File: src/rtl/sync_fifo_flex.sv
// sync_fifo_flex: single-clock FIFO with first-word-fall-through output.
// Occupancy, almost-full/almost-empty and full/empty flags all come from
// one registered level counter. It also keeps a high-water mark and
// sticky overflow/underflow flags. DEPTH need not be a power of two.
module sync_fifo_flex #(
  parameter int WIDTH     = 8,
  parameter int DEPTH     = 32,
  parameter int AF_THRESH = DEPTH - 2,
  parameter int AE_THRESH = 2,
  parameter bit FULL_PASS = 1'b0,
  localparam int LW       = $clog2(DEPTH + 1)
) (
  input  logic             i_clk,
  input  logic             i_rst_n,
  input  logic             i_flush,
  input  logic             i_push_valid,
  input  logic [WIDTH-1:0] i_push_data,
  input  logic             i_pop_ready,
  input  logic             i_clr_err,
  output logic             o_push_ready,
  output logic             o_pop_valid,
  output logic [WIDTH-1:0] o_pop_data,
  output logic             o_full,
  output logic             o_empty,
  output logic             o_almost_full,
  output logic             o_almost_empty,
  output logic [LW-1:0]    o_level,
  output logic [LW-1:0]    o_max_level,
  output logic             o_overflow,
  output logic             o_underflow
);

  localparam int PW = $clog2(DEPTH);
  localparam logic [PW-1:0] PTR_LAST  = PW'(DEPTH - 1);
  localparam logic [LW-1:0] LVL_FULL  = LW'(DEPTH);
  localparam logic [LW-1:0] LVL_AF    = LW'(AF_THRESH);
  localparam logic [LW-1:0] LVL_AE    = LW'(AE_THRESH);

  // Storage is deliberately left out of reset so it maps onto plain RAM.
  logic [WIDTH-1:0] mem [DEPTH];

  logic [PW-1:0] wr_ptr_reg, wr_ptr_next;
  logic [PW-1:0] rd_ptr_reg, rd_ptr_next;
  logic [LW-1:0] level_reg, level_next;
  logic [LW-1:0] max_reg, max_next;
  logic          ovf_reg, ovf_next;
  logic          unf_reg, unf_next;

  logic full, empty;
  logic pop_acc, push_acc;
  logic ovf_event, unf_event;

  assign full  = (level_reg == LVL_FULL);
  assign empty = (level_reg == '0);

  // Handshake acceptance; a flush cycle swallows both sides.
  always_comb begin
    pop_acc  = i_pop_ready && !empty && !i_flush;
    push_acc = i_push_valid && !i_flush && (!full || (FULL_PASS && pop_acc));
  end

  // Error events: rejected push, or pop attempted on an empty FIFO.
  always_comb begin
    ovf_event = i_push_valid && !i_flush && !push_acc;
    unf_event = i_pop_ready && empty && !i_flush;
  end

  // Next-state for pointers, level, high-water mark and sticky errors.
  always_comb begin
    wr_ptr_next = wr_ptr_reg;
    rd_ptr_next = rd_ptr_reg;
    level_next  = level_reg;
    max_next    = max_reg;

    if (i_flush) begin
      wr_ptr_next = '0;
      rd_ptr_next = '0;
      level_next  = '0;
      max_next    = '0;
    end else begin
      if (push_acc) begin
        wr_ptr_next = (wr_ptr_reg == PTR_LAST) ? '0 : wr_ptr_reg + PW'(1);
      end
      if (pop_acc) begin
        rd_ptr_next = (rd_ptr_reg == PTR_LAST) ? '0 : rd_ptr_reg + PW'(1);
      end
      unique case ({push_acc, pop_acc})
        2'b10:   level_next = level_reg + LW'(1);
        2'b01:   level_next = level_reg - LW'(1);
        default: level_next = level_reg;
      endcase
      max_next = (level_next > max_reg) ? level_next : max_reg;
    end

    // A newly detected error beats a same-cycle clear.
    ovf_next = ovf_event || (ovf_reg && !i_clr_err);
    unf_next = unf_event || (unf_reg && !i_clr_err);
  end

  // Control state register with asynchronous active-low reset.
  always_ff @(posedge i_clk or negedge i_rst_n) begin
    if (!i_rst_n) begin
      wr_ptr_reg <= '0;
      rd_ptr_reg <= '0;
      level_reg  <= '0;
      max_reg    <= '0;
      ovf_reg    <= 1'b0;
      unf_reg    <= 1'b0;
    end else begin
      wr_ptr_reg <= wr_ptr_next;
      rd_ptr_reg <= rd_ptr_next;
      level_reg  <= level_next;
      max_reg    <= max_next;
      ovf_reg    <= ovf_next;
      unf_reg    <= unf_next;
    end
  end

  // RAM write port; contents survive reset and flush.
  always_ff @(posedge i_clk) begin
    if (push_acc) begin
      mem[wr_ptr_reg] <= i_push_data;
    end
  end

  // Fall-through read: head entry is visible with zero latency.
  assign o_pop_data = mem[rd_ptr_reg];

  // The push-ready rule depends on whether a full FIFO may pass a word through.
  generate
    if (FULL_PASS) begin : g_pass
      assign o_push_ready = !full || i_pop_ready;
    end else begin : g_nopass
      assign o_push_ready = !full;
    end
  endgenerate

  assign o_pop_valid    = !empty;
  assign o_full         = full;
  assign o_empty        = empty;
  assign o_almost_full  = (level_reg >= LVL_AF);
  assign o_almost_empty = (level_reg <= LVL_AE);
  assign o_level        = level_reg;
  assign o_max_level    = max_reg;
  assign o_overflow     = ovf_reg;
  assign o_underflow    = unf_reg;

endmodule

File: config.mk
export PLATFORM = sky130hd
export DESIGN_NAME = sync_fifo_flex
export DESIGN_NICKNAME = d
export VERILOG_FILES = /design/src/rtl/sync_fifo_flex.sv
export SDC_FILE = /design/constraint.sdc
export NUM_CORES = 1
export LEC_CHECK = 0
export CAP_MARGIN = 20
export CORE_MARGIN = 5
export CORE_UTILIZATION = 59
export CTS_CLUSTER_DIAMETER = 50
export DETAILED_ROUTE_END_ITERATION = 10
export PLACE_DENSITY = 0.82
export SETUP_SLACK_MARGIN = 0.05
export SYNTH_ARGS = -nofsm -noshare
export SYNTH_HDL_FRONTEND = slang
export SYNTH_SLANG_ARGS = --single-unit
export TNS_END_PERCENT = 1
File: constraint.sdc
create_clock -name i_clk -period 8.3 [get_ports i_clk]
set_input_delay 1.66 -clock i_clk [delete_from_list [all_inputs] [get_ports i_clk]]
set_output_delay 1.66 -clock i_clk [all_outputs]
set_load 0.01 [all_outputs]
==> flow_metrics.env <==
export IMPL_die_x_um=149.6
export IMPL_io_pins=42
export IMPL_regMostFlops="mem"
export IMPL_finalSetupTns_ns=0
export IMPL_syn_avg_cell_area_um2=19.27
export IMPL_cts_root_buf="clkbuf_16"
export IMPL_diodes=0
export IMPL_setup_viol_count_final=0
export IMPL_synthCells=597
export IMPL_async_flop_share_pct=8.571
export IMPL_seq_area_frac_synth_pct=72.04
export IMPL_grt_usage_pct=22.98
export IMPL_gp_congestion=0.8123
export IMPL_worstSetupEndpointType="flop"
export IMPL_fin_nets=676
export IMPL_power_density_nw_per_um2=250.7
export IMPL_cts_hold_buffers=0
export IMPL_dr_total_vias=5895
export IMPL_largest_reg_flops=256
export IMPL_skew_ns=0.01213
export IMPL_cts_setup_buffers=0
export IMPL_stdcell_count=932
export IMPL_port_buffers=41
export IMPL_r2r_cells=18
export IMPL_synth_seq_cells=280
export IMPL_vdd_ir_drop_max_uv=139.8
export IMPL_detail_route_antenna_nets=0
export IMPL_placed_cells=872
export IMPL_synth_edf_count=256
export IMPL_rsz0062_at_grt="no"
export IMPL_tritoncts="done"
export IMPL_hp_start="o_underflow"
export IMPL_synth_flop_cell="edfxtp_1"
export IMPL_clock_path_buffers=3
export IMPL_rows=51
export IMPL_first_pass_iters=5
export IMPL_synth_warnings=0
export IMPL_fmax_ghz=0.1558
export IMPL_initial_core_util_pct=59.50
export IMPL_status="complete, no violations"
export IMPL_final_common_cell="edfxtp_1"
export IMPL_cp_endpoint="o_max_level[0]"
export IMPL_cp_arrival_ns=6.80
export IMPL_final_cell_mix="256 x edfxtp_1, 80 x mux4_2, 54 x nor2_1"
export IMPL_relSlewSlack_pct=38.39
export IMPL_dp_final_hpwl_um=14300
export IMPL_grt_antenna_before_repair=0
export IMPL_start_kind="primary input"
export IMPL_clock_latency_ns=0.53
export IMPL_numCtsBuffers=28
export IMPL_rrSetupSlack_ns=3.26
export IMPL_grt_max_degree=49
export IMPL_grt_pass1_wl_um=37810
export IMPL_clkTransAtPathRegs_ns=0.06
export IMPL_drtIter0Drc=775
export IMPL_r2r_start="o_level[1]"
export IMPL_syn_area_um2=11500
export IMPL_ys_types=44
export IMPL_grt_pass1_vias=6095
export IMPL_coreArea_um2=19330
export IMPL_htreeDepth=1
export IMPL_area_growth_pct=15.39
export IMPL_ctsResizeCount=0
export IMPL_path_max_fanout=24
export IMPL_die_area_um2=22390
export IMPL_period_share_pct=77.31
export IMPL_r2r_end="o_max_level[0]"
export IMPL_critPathKind="primary input to flop"
export IMPL_hold_violations=0
export IMPL_die_h_um=149.6
export IMPL_syn_nets=627
export IMPL_drive_above_1_share_pct=22.64
export IMPL_leakage_nw=4.308
export IMPL_routed_wl_um=25030
export IMPL_drc=0
export IMPL_crit_path_start="i_flush"
export IMPL_min_path_type="flop to flop"
export IMPL_min_period_ns=6.417
export IMPL_maxCapViolCount=0
export IMPL_wl_per_cell_um=26.86
export IMPL_max_slew_worst_pin_slew_ns=0.9207
export IMPL_viasPerCell=6.325
export IMPL_overflow=0
export IMPL_final_max_slew_viol_count=0
export IMPL_worstPathRequired_ns=8.68
export IMPL_cts_sinks=280
[cell usage after synthesis (all sizes together) (2+ instances only)]
library cell	n	share of area (%)
a211oi	4	0.26
a21o	3	0.20
a21oi	9	0.39
a31oi	4	0.22
and3	2	0.11
buf	13	0.73
clkbuf	21	0.69
dfrtp	24	5.2
edfxtp	256	67
ha	16	1.7
inv	21	0.69
mux2	9	0.88
mux2i	5	0.44
mux4	80	16
nand2	13	0.42
nand2b	7	0.38
nand3	9	0.39
nand3b	5	0.33
nor2	54	1.8
nor2b	4	0.22
o21ai	4	0.17
o22ai	3	0.16
o31ai	3	0.20
or2	2	0.11
or3	4	0.22
xnor2	3	0.23
xor2	4	0.30
[cell type report]
class	count	area (µm²)
fill	1170	6060
timing repair buffer	53	640.6
sequential	280	8293
multi-input combinational	262	2975
inverter	21	78.83
clock buffer	39	847.1
clock inverter	12	108.9
tap	265	331.6
[where the power goes]
part           switching (mW)  internal (mW)
clock network           0.530          0.751
logic                   0.213          0.226
registers              0.0485           1.56
total                   0.792           2.54
[worst min path at each step]
stage	endpoint	slack [ns]	cells after the start
after floorplan	o_underflow	0.56	2
after global placement	o_underflow	0.52	2
after detailed placement	o_underflow	0.54	2
after CTS	o_underflow	0.55	2
after global routing	o_overflow	0.58	2
final	o_underflow	0.55	2
[per-layer routing]
layer / GRT usage (%) / vias to the layer above / part of all wire, %
li1: - / 2488 / -
met1: 32.23 / 2982 / 37
met2: 37.47 / 380 / 50
met3: 5.239 / 45 / 10
met4: 5.721 / 0 / 2.4
met5: 0 / - / 0
[per-stage QoR]
| step | total power [mW] | setup WS [ns] | util, % | instance area (µm²) | hold slack (ns) |
|---|---|---|---|---|---|
| after global routing | 3.452 | 1.353 | 68.66 | 13280 | 0.5828 |
| after CTS | 3.334 | 1.930 | 67.59 | 13070 | 0.5501 |
| after floorplan | 1.916 | 3.152 | - | 11500 | 0.5578 |
| after global placement | 2.048 | 1.748 | 62.64 | 12110 | 0.5245 |
| after detailed placement | 2.065 | 1.392 | 62.64 | 12110 | 0.5377 |
| final | 3.328 | 1.883 | 68.66 | 13280 | 0.5501 |
[cells by family (layout without fill, tap and decap cells)]
| group | Yosys count | after routing | share of synthesized area [%] |
|---|---|---|---|
| fa+ha+maj | 16 | 16 | 1.740 |
| mux | 94 | 94 | 16.98 |
| flops | 280 | 280 | 72.04 |
| buf+inv | 55 | 125 | 2.099 |
| simple gates | 106 | 106 | 4.339 |
| compound gates | 39 | 39 | 2.273 |
| xor+xnor | 7 | 7 | 0.5329 |
[critical path, cell delays in order]
cell and delay, ns:
clkdlybuf4s50_1 0.81, nand2b_1 0.35, a31oi_1 0.57, inv_1 0.16, ha_1 0.36, xor2_1 0.20, ha_1 0.24, nor2b_1 0.15
o32a_1 0.32, a31oi_1 0.19, xnor2_1 0.23, inv_1 0.10, ha_1 0.29, nand2_1 0.06, mux2i_1 0.12, a21oi_1 0.67
mux2i_1 0.26, nor2_1 0.05
(Power assumes the default switching activity.)
